[src/rtl/aes_loader_pkg.sv]
// Shared types for the AES stream loader: FSM states, mode encodings, key length lookup.
// No logic of its own; imported by the loader and its timer.
// No flow control here; valid/ready lives in the top module.
package aes_loader_pkg;

    typedef enum logic [1:0] {
        IDLE = 2'd0,
        KEY  = 2'd1,
        DATA = 2'd2,
        RUN  = 2'd3
    } state_t;

    localparam logic [1:0] MODE_128 = 2'b00;
    localparam logic [1:0] MODE_192 = 2'b01;
    localparam logic [1:0] MODE_256 = 2'b10;

    // Both 2'b10 and 2'b11 select AES-256.
    function automatic logic [5:0] key_bytes(input logic [1:0] mode);
        case (mode)
            MODE_128: key_bytes = 6'd16;
            MODE_192: key_bytes = 6'd24;
            default:  key_bytes = 6'd32;
        endcase
    endfunction

endpackage

[src/rtl/aes_load_timer.sv]
// Idle-cycle watchdog for a partially loaded block; expire is combinational from the count.
// Latency: expire asserts in the TIMEOUT_CYC-th consecutive enabled cycle without a kick.
// No backpressure; TIMEOUT_CYC=0 disables expiry entirely.
module aes_load_timer
    import aes_loader_pkg::*;
#(
    parameter int TIMEOUT_CYC = 1000000
)(
    input  logic clk,
    input  logic reset,
    input  logic enable,
    input  logic kick,
    output logic expire
);

    localparam int TW = (TIMEOUT_CYC > 0) ? $clog2(TIMEOUT_CYC + 1) : 1;
    localparam logic [TW-1:0] LAST = (TIMEOUT_CYC > 0) ? TW'(TIMEOUT_CYC - 1) : '0;

    logic [TW-1:0] idle_cnt;

    assign expire = (TIMEOUT_CYC != 0) && enable && !kick && (idle_cnt == LAST);

    always_ff @(posedge clk or negedge reset) begin
        if (!reset) begin
            idle_cnt <= '0;
        end else if (!enable || kick || expire) begin
            idle_cnt <= '0;
        end else begin
            idle_cnt <= idle_cnt + 1'b1;
        end
    end

endmodule

[src/rtl/aes_stream_loader.sv]
// Byte-serial loader: key bytes for the latched mode, then one plaintext block, then an AES start pulse.
// Latency: aes_start is high in the cycle after the last data byte is accepted.
// Backpressure: byte_ready drops for the whole AES run and during clear.
module aes_stream_loader
    import aes_loader_pkg::*;
#(
    parameter int DATA_BYTES    = 16,
    parameter int MAX_KEY_BYTES = 32,
    parameter int TIMEOUT_CYC   = 1000000
)(
    input  logic                       clk,
    input  logic                       reset,
    input  logic [1:0]                 mode_in,
    input  logic                       clear,
    input  logic [7:0]                 byte_in,
    input  logic                       byte_valid,
    output logic                       byte_ready,
    input  logic                       aes_flag,
    output logic [1:0]                 mode_out,
    output logic [8*MAX_KEY_BYTES-1:0] key_out,
    output logic [8*DATA_BYTES-1:0]    data_out,
    output logic                       aes_start,
    output logic                       busy,
    output logic                       done_pulse,
    output logic                       err_timeout
);

    state_t     state;
    logic [5:0] cnt;
    logic [5:0] key_len;
    logic       aes_flag_q;
    logic       rdy_en;
    logic       accept;
    logic       expire;

    // rdy_en keeps byte_ready low until the first clock after reset release.
    assign byte_ready = rdy_en && (state != RUN) && !clear;
    assign accept     = byte_valid && byte_ready;
    assign busy       = (state == RUN);
    assign key_len    = key_bytes(mode_out);

    aes_load_timer #(
        .TIMEOUT_CYC (TIMEOUT_CYC)
    ) u_timer (
        .clk    (clk),
        .reset  (reset),
        .enable ((state == KEY) || (state == DATA)),
        .kick   (accept),
        .expire (expire)
    );

    always_ff @(posedge clk or negedge reset) begin
        if (!reset) begin
            state       <= IDLE;
            cnt         <= '0;
            key_out     <= '0;
            data_out    <= '0;
            mode_out    <= MODE_128;
            aes_flag_q  <= 1'b0;
            rdy_en      <= 1'b0;
            aes_start   <= 1'b0;
            done_pulse  <= 1'b0;
            err_timeout <= 1'b0;
        end else begin
            rdy_en      <= 1'b1;
            aes_flag_q  <= aes_flag;
            aes_start   <= 1'b0;
            done_pulse  <= 1'b0;
            err_timeout <= 1'b0;
            if (clear) begin
                state    <= IDLE;
                cnt      <= '0;
                key_out  <= '0;
                data_out <= '0;
            end else if (expire) begin
                err_timeout <= 1'b1;
                state       <= IDLE;
                cnt         <= '0;
                key_out     <= '0;
                data_out    <= '0;
            end else begin
                case (state)
                    IDLE: if (accept) begin
                        mode_out <= mode_in;
                        key_out  <= {byte_in, {(8*MAX_KEY_BYTES-8){1'b0}}};
                        data_out <= '0;
                        cnt      <= 6'd1;
                        state    <= KEY;
                    end
                    KEY: if (accept) begin
                        for (int i = 0; i < MAX_KEY_BYTES; i++)
                            if (cnt == 6'(i)) key_out[8*(MAX_KEY_BYTES-i)-1 -: 8] <= byte_in;
                        if (cnt == key_len - 6'd1) begin
                            cnt   <= '0;
                            state <= DATA;
                        end else begin
                            cnt <= cnt + 6'd1;
                        end
                    end
                    DATA: if (accept) begin
                        for (int i = 0; i < DATA_BYTES; i++)
                            if (cnt == 6'(i)) data_out[8*(DATA_BYTES-i)-1 -: 8] <= byte_in;
                        if (cnt == 6'(DATA_BYTES - 1)) begin
                            cnt       <= '0;
                            aes_start <= 1'b1;
                            state     <= RUN;
                        end else begin
                            cnt <= cnt + 6'd1;
                        end
                    end
                    RUN: begin
                        // aes_start marks the entry cycle; a flag edge there is not trusted.
                        if (!aes_start && aes_flag && !aes_flag_q) begin
                            done_pulse <= 1'b1;
                            state      <= IDLE;
                        end
                    end
                    default: state <= IDLE;
                endcase
            end
        end
    end

endmodule

[config.mk]
export PLATFORM = sky130hd
export DESIGN_NAME = aes_stream_loader
export DESIGN_NICKNAME = d
export VERILOG_FILES = /design/src/rtl/aes_loader_pkg.sv /design/src/rtl/aes_load_timer.sv /design/src/rtl/aes_stream_loader.sv
export SDC_FILE = /design/constraint.sdc
export NUM_CORES = 1
export LEC_CHECK = 0
export ABC_AREA = 1
export CAP_MARGIN = 5
export CORE_MARGIN = 5
export CORE_UTILIZATION = 28
export CTS_BUF_LIST = sky130_fd_sc_hd__clkbuf_4
export DETAILED_ROUTE_END_ITERATION = 12
export SYNTH_ARGS = -nofsm -noshare
export SYNTH_HDL_FRONTEND = slang
export SYNTH_SLANG_ARGS = --single-unit
[constraint.sdc]
create_clock -name clk -period 2 [get_ports clk]
set_input_delay 0.6 -clock clk [delete_from_list [all_inputs] [get_ports clk]]
set_output_delay 0.6 -clock clk [all_outputs]
set_load 0.05 [all_outputs]
==> results_dict.tcl <==
set metrics [dict create \
    status "complete, but fails checks" \
    failed_checks "setup timing" \
    crit_arrival_ns 3.31 \
    async_reset_ff_frac 1.00 \
    cp_max_fo 8 \
    drt-initial-drc-count 1270 \
    setup_slack_ns -0.527 \
    dp.cells 3250 \
    clkLatencyLatePin_ns 0.91 \
    synthTopCellsByCount "633 x nand2_1, 419 x dfrtp_1, 172 x nand3_1" \
    fin_total_pwr_mw 46.0 \
    wl_per_cell_um 21.7 \
    area_growth_pct 73.9 \
    drc 0 \
    drt_wl_total_um 79900 \
    rows 91 \
    endpoint_kind "flip-flop" \
    setup_viol 784 \
    final_cell_area_sq_um 30400 \
    synthTopCellsByArea "dfrtp_1 60%, nand2_1 14%, nand3_1 4.9%" \
    final_util 0.492 \
    placed_cell_area_sq_um 23100 \
    synth_area_leader_cell "dfrtp_1" \
    yosys.cell_count.top_type "nand2_1" \
    hp-class "primary input to async pin" \
    muxShareOfSynthArea 0.000644 \
    gp_congestion 0.881 \
    htreeDepth 3 \
    synth_nets 1946 \
    numCtsBuffers 113 \
    route.vias.total 18025 \
    start_util 0.283 \
    max-slew-margin-rel 0.625 \
    portBuffers 405 \
    ir_drop_v 0.000880 \
    synth_xor_area_frac 0.00351 \
    finClkSkew_ns 0.0800 \
    die_y_um 260 \
    synth_compound_area_frac 0.102 \
    synthAdderAreaFrac 0.00716 \
    fmax_ghz 0.396 \
    cts_root_buf "clkbuf_4" \
    cp.required_ns 2.78 \
    drive_gt1_frac 0.462 \
    fin_crit_ns 2.53 \
    rsz0062_at_grt "yes" \
    synth-seq-cells 419 \
    drtPass1Iterations 5 \
    post-route-period-util 1.26 \
    grt_pass1_vias 17763 \
    yosysSeqAreaShare 0.600 \
    grt_overflow 0 \
    clock-sinks 419 \
    yosysUniqueCellTypes 38 \
    die_w_um 260 \
    startpoint_type "flip-flop" \
    coreArea_sq_um 61700 \
    final-instance-count-excl-fill 3689 \
    regArea_sq_um 10500 \
    fin_nets 2794 \
    max_slew.worst_pin.slew_ns 0.560 \
    antenna_found_initial 4 \
    drv_slew 0 \
    synth_edf_count 0 \
    max-cap-violations 0 \
    cts.path.max_buffers 3 \
    multiInputGateArea_sq_um 8240 \
    synth_flop_cell "dfrtp_1" \
    p_per_area_nw_per_um2 1510 \
    dieArea_sq_um 67500 \
    syn_inst 1921 \
    grt_max_degree 88 \
    grt_use_total 0.214 \
    ios 406 \
    clkSlewWorstSetupHoldPaths_ns 0.06 \
    cts_tree "done" \
    p_leak_nw 15.2 \
    grt_pass1_wl_um 110000 \
    hold_viol_final 0 \
    timing_worst_setup_path_type "flip-flop to flip-flop" \
    yosys.area.top_type_share 0.600 \
    viasPerCell 4.89 \
    yosys.area_share.simple 0.240 \
    synth_top_family_by_area "simple AND/OR/NAND/NOR gates" \
    syn_area_per_cell_sq_um 9.10 \
    final_antenna_net_count 0 \
    netlist_area_sq_um 17500 \
    n_fill_cell 5606 \
    yosys_warnings 0 \
    reg2reg_slack_ns -0.53 \
    pre_cts_ws_ns -0.714 \
    dpl.hpwl_um 45100 \
]
==> metrics by stage <==
stage / setup TNS [ns] / hold slack, ns
3_5_place_dp: -243.86 / 0.463
6_report: -158.60 / 0.192
2_1_floorplan: -4.28 / 0.304
5_1_grt: -237.17 / 0.106
4_1_cts: -209.64 / 0.110
3_3_place_gp: -226.70 / 0.461
==> path summary, 6_finish.rpt <==
| check | to | cells after the start | startpoint |
|---|---|---|---|
| setup / recovery | key_out[132]$_DFFE_PN0P_ | 16 | state[0]$_DFFE_PN0P_ |
| hold / removal | key_out[110]$_DFFE_PN0P_ | 2 | reset |
| min in group clk | aes_flag_q$_DFF_PN0_ | 1 | aes_flag |
| setup reg to reg | key_out[132]$_DFFE_PN0P_ | 16 | state[0]$_DFFE_PN0P_ |
| hold reg to reg | data_out[31]$_DFFE_PN0P_ | 2 | data_out[31]$_DFFE_PN0P_ |
| max in group asynchronous | key_out[210]$_DFFE_PN0P_ | 3 | reset |
==> area by class of cell <==
class                      instances  share of cell area
sequential                       419               0.345
timing repair buffer             816               0.292
multi-input combinational       1355               0.271
clock buffer                     166              0.0410
tap                              837              0.0345
inverter                          63             0.00861
clock inverter                    27             0.00638
antenna                            5            0.000412
timing repair inverter             1            0.000288
==> layer usage <==
metal  wire (um)  vias to the layer above  track usage
li1            -                     8170            -
met1       31700                     8902        0.274
met2       38800                      801        0.350
met3        6870                      152       0.0621
met4        2520                        0       0.0715
met5           0                        -            0
==> state kept, by name (all words and copies together) (netlist names) <==
name,flops
key_out,256
data_out,128
u_timer.idle_cnt,20
cnt,6
mode_out,2
state,2
aes_flag_q,1
aes_start,1
done_pulse,1
err_timeout,1
rdy_en,1
==> power breakdown <==
part / internal (mW) / switching, mW / leakage [nW]
logic: 9.25 / 16.9 / 8.53
registers: 10.4 / 1.61 / 5.76
clock network: 4.06 / 3.73 / 0.868
==> repair_timing <==
| action | in CTS | in global routing |
|---|---|---|
| setup buffers | 121 | 55 |
| gates cloned | 44 | 29 |
| pin swaps | 98 | 139 |
| hold endpoints to repair | 235 | 0 |
| resized for setup | 525 | 274 |
| endpoints found under the setup margin | 781 | 807 |
| hold buffers | 1 | 0 |
==> cells in the final DEF, fill, tap and decap left out, drive strengths merged, types with 11 or more instances in the layout <==
cell,netlist,layout
a31oi,11,11
clkbuf,34,179
inv,63,68
dfrtp,419,419
nor3,20,20
buf,78,789
o211ai,48,49
clkinv,0,21
clkdlybuf4s50,0,13
nand3,175,175
o21ai,253,253
nand2,664,691
nor2,117,117
==> cells by family after synthesis <==
group           Yosys count
simple gates            987
fa+ha+maj                10
mux                       1
xor+xnor                  7
compound gates          321
buf+inv                 175
flops                   419
other cells               1
==> worst max-delay path, stage by stage (launching register included) <==
cell and delay, ns:
dfrtp_1 0.41, ha_4 0.19, inv_2 0.06, nand3_2 0.08
buf_6 0.13, nor2_4 0.16, nor2_4 0.07, nand3_4 0.15
buf_12 0.13, nand2_8 0.07, buf_6 0.13, buf_6 0.11
buf_6 0.11, nor2_4 0.18, nand2_8 0.13, clkbuf_16 0.22
o21ai_1 0.13
No activity file was read; power rests on OpenSTA's default activity.
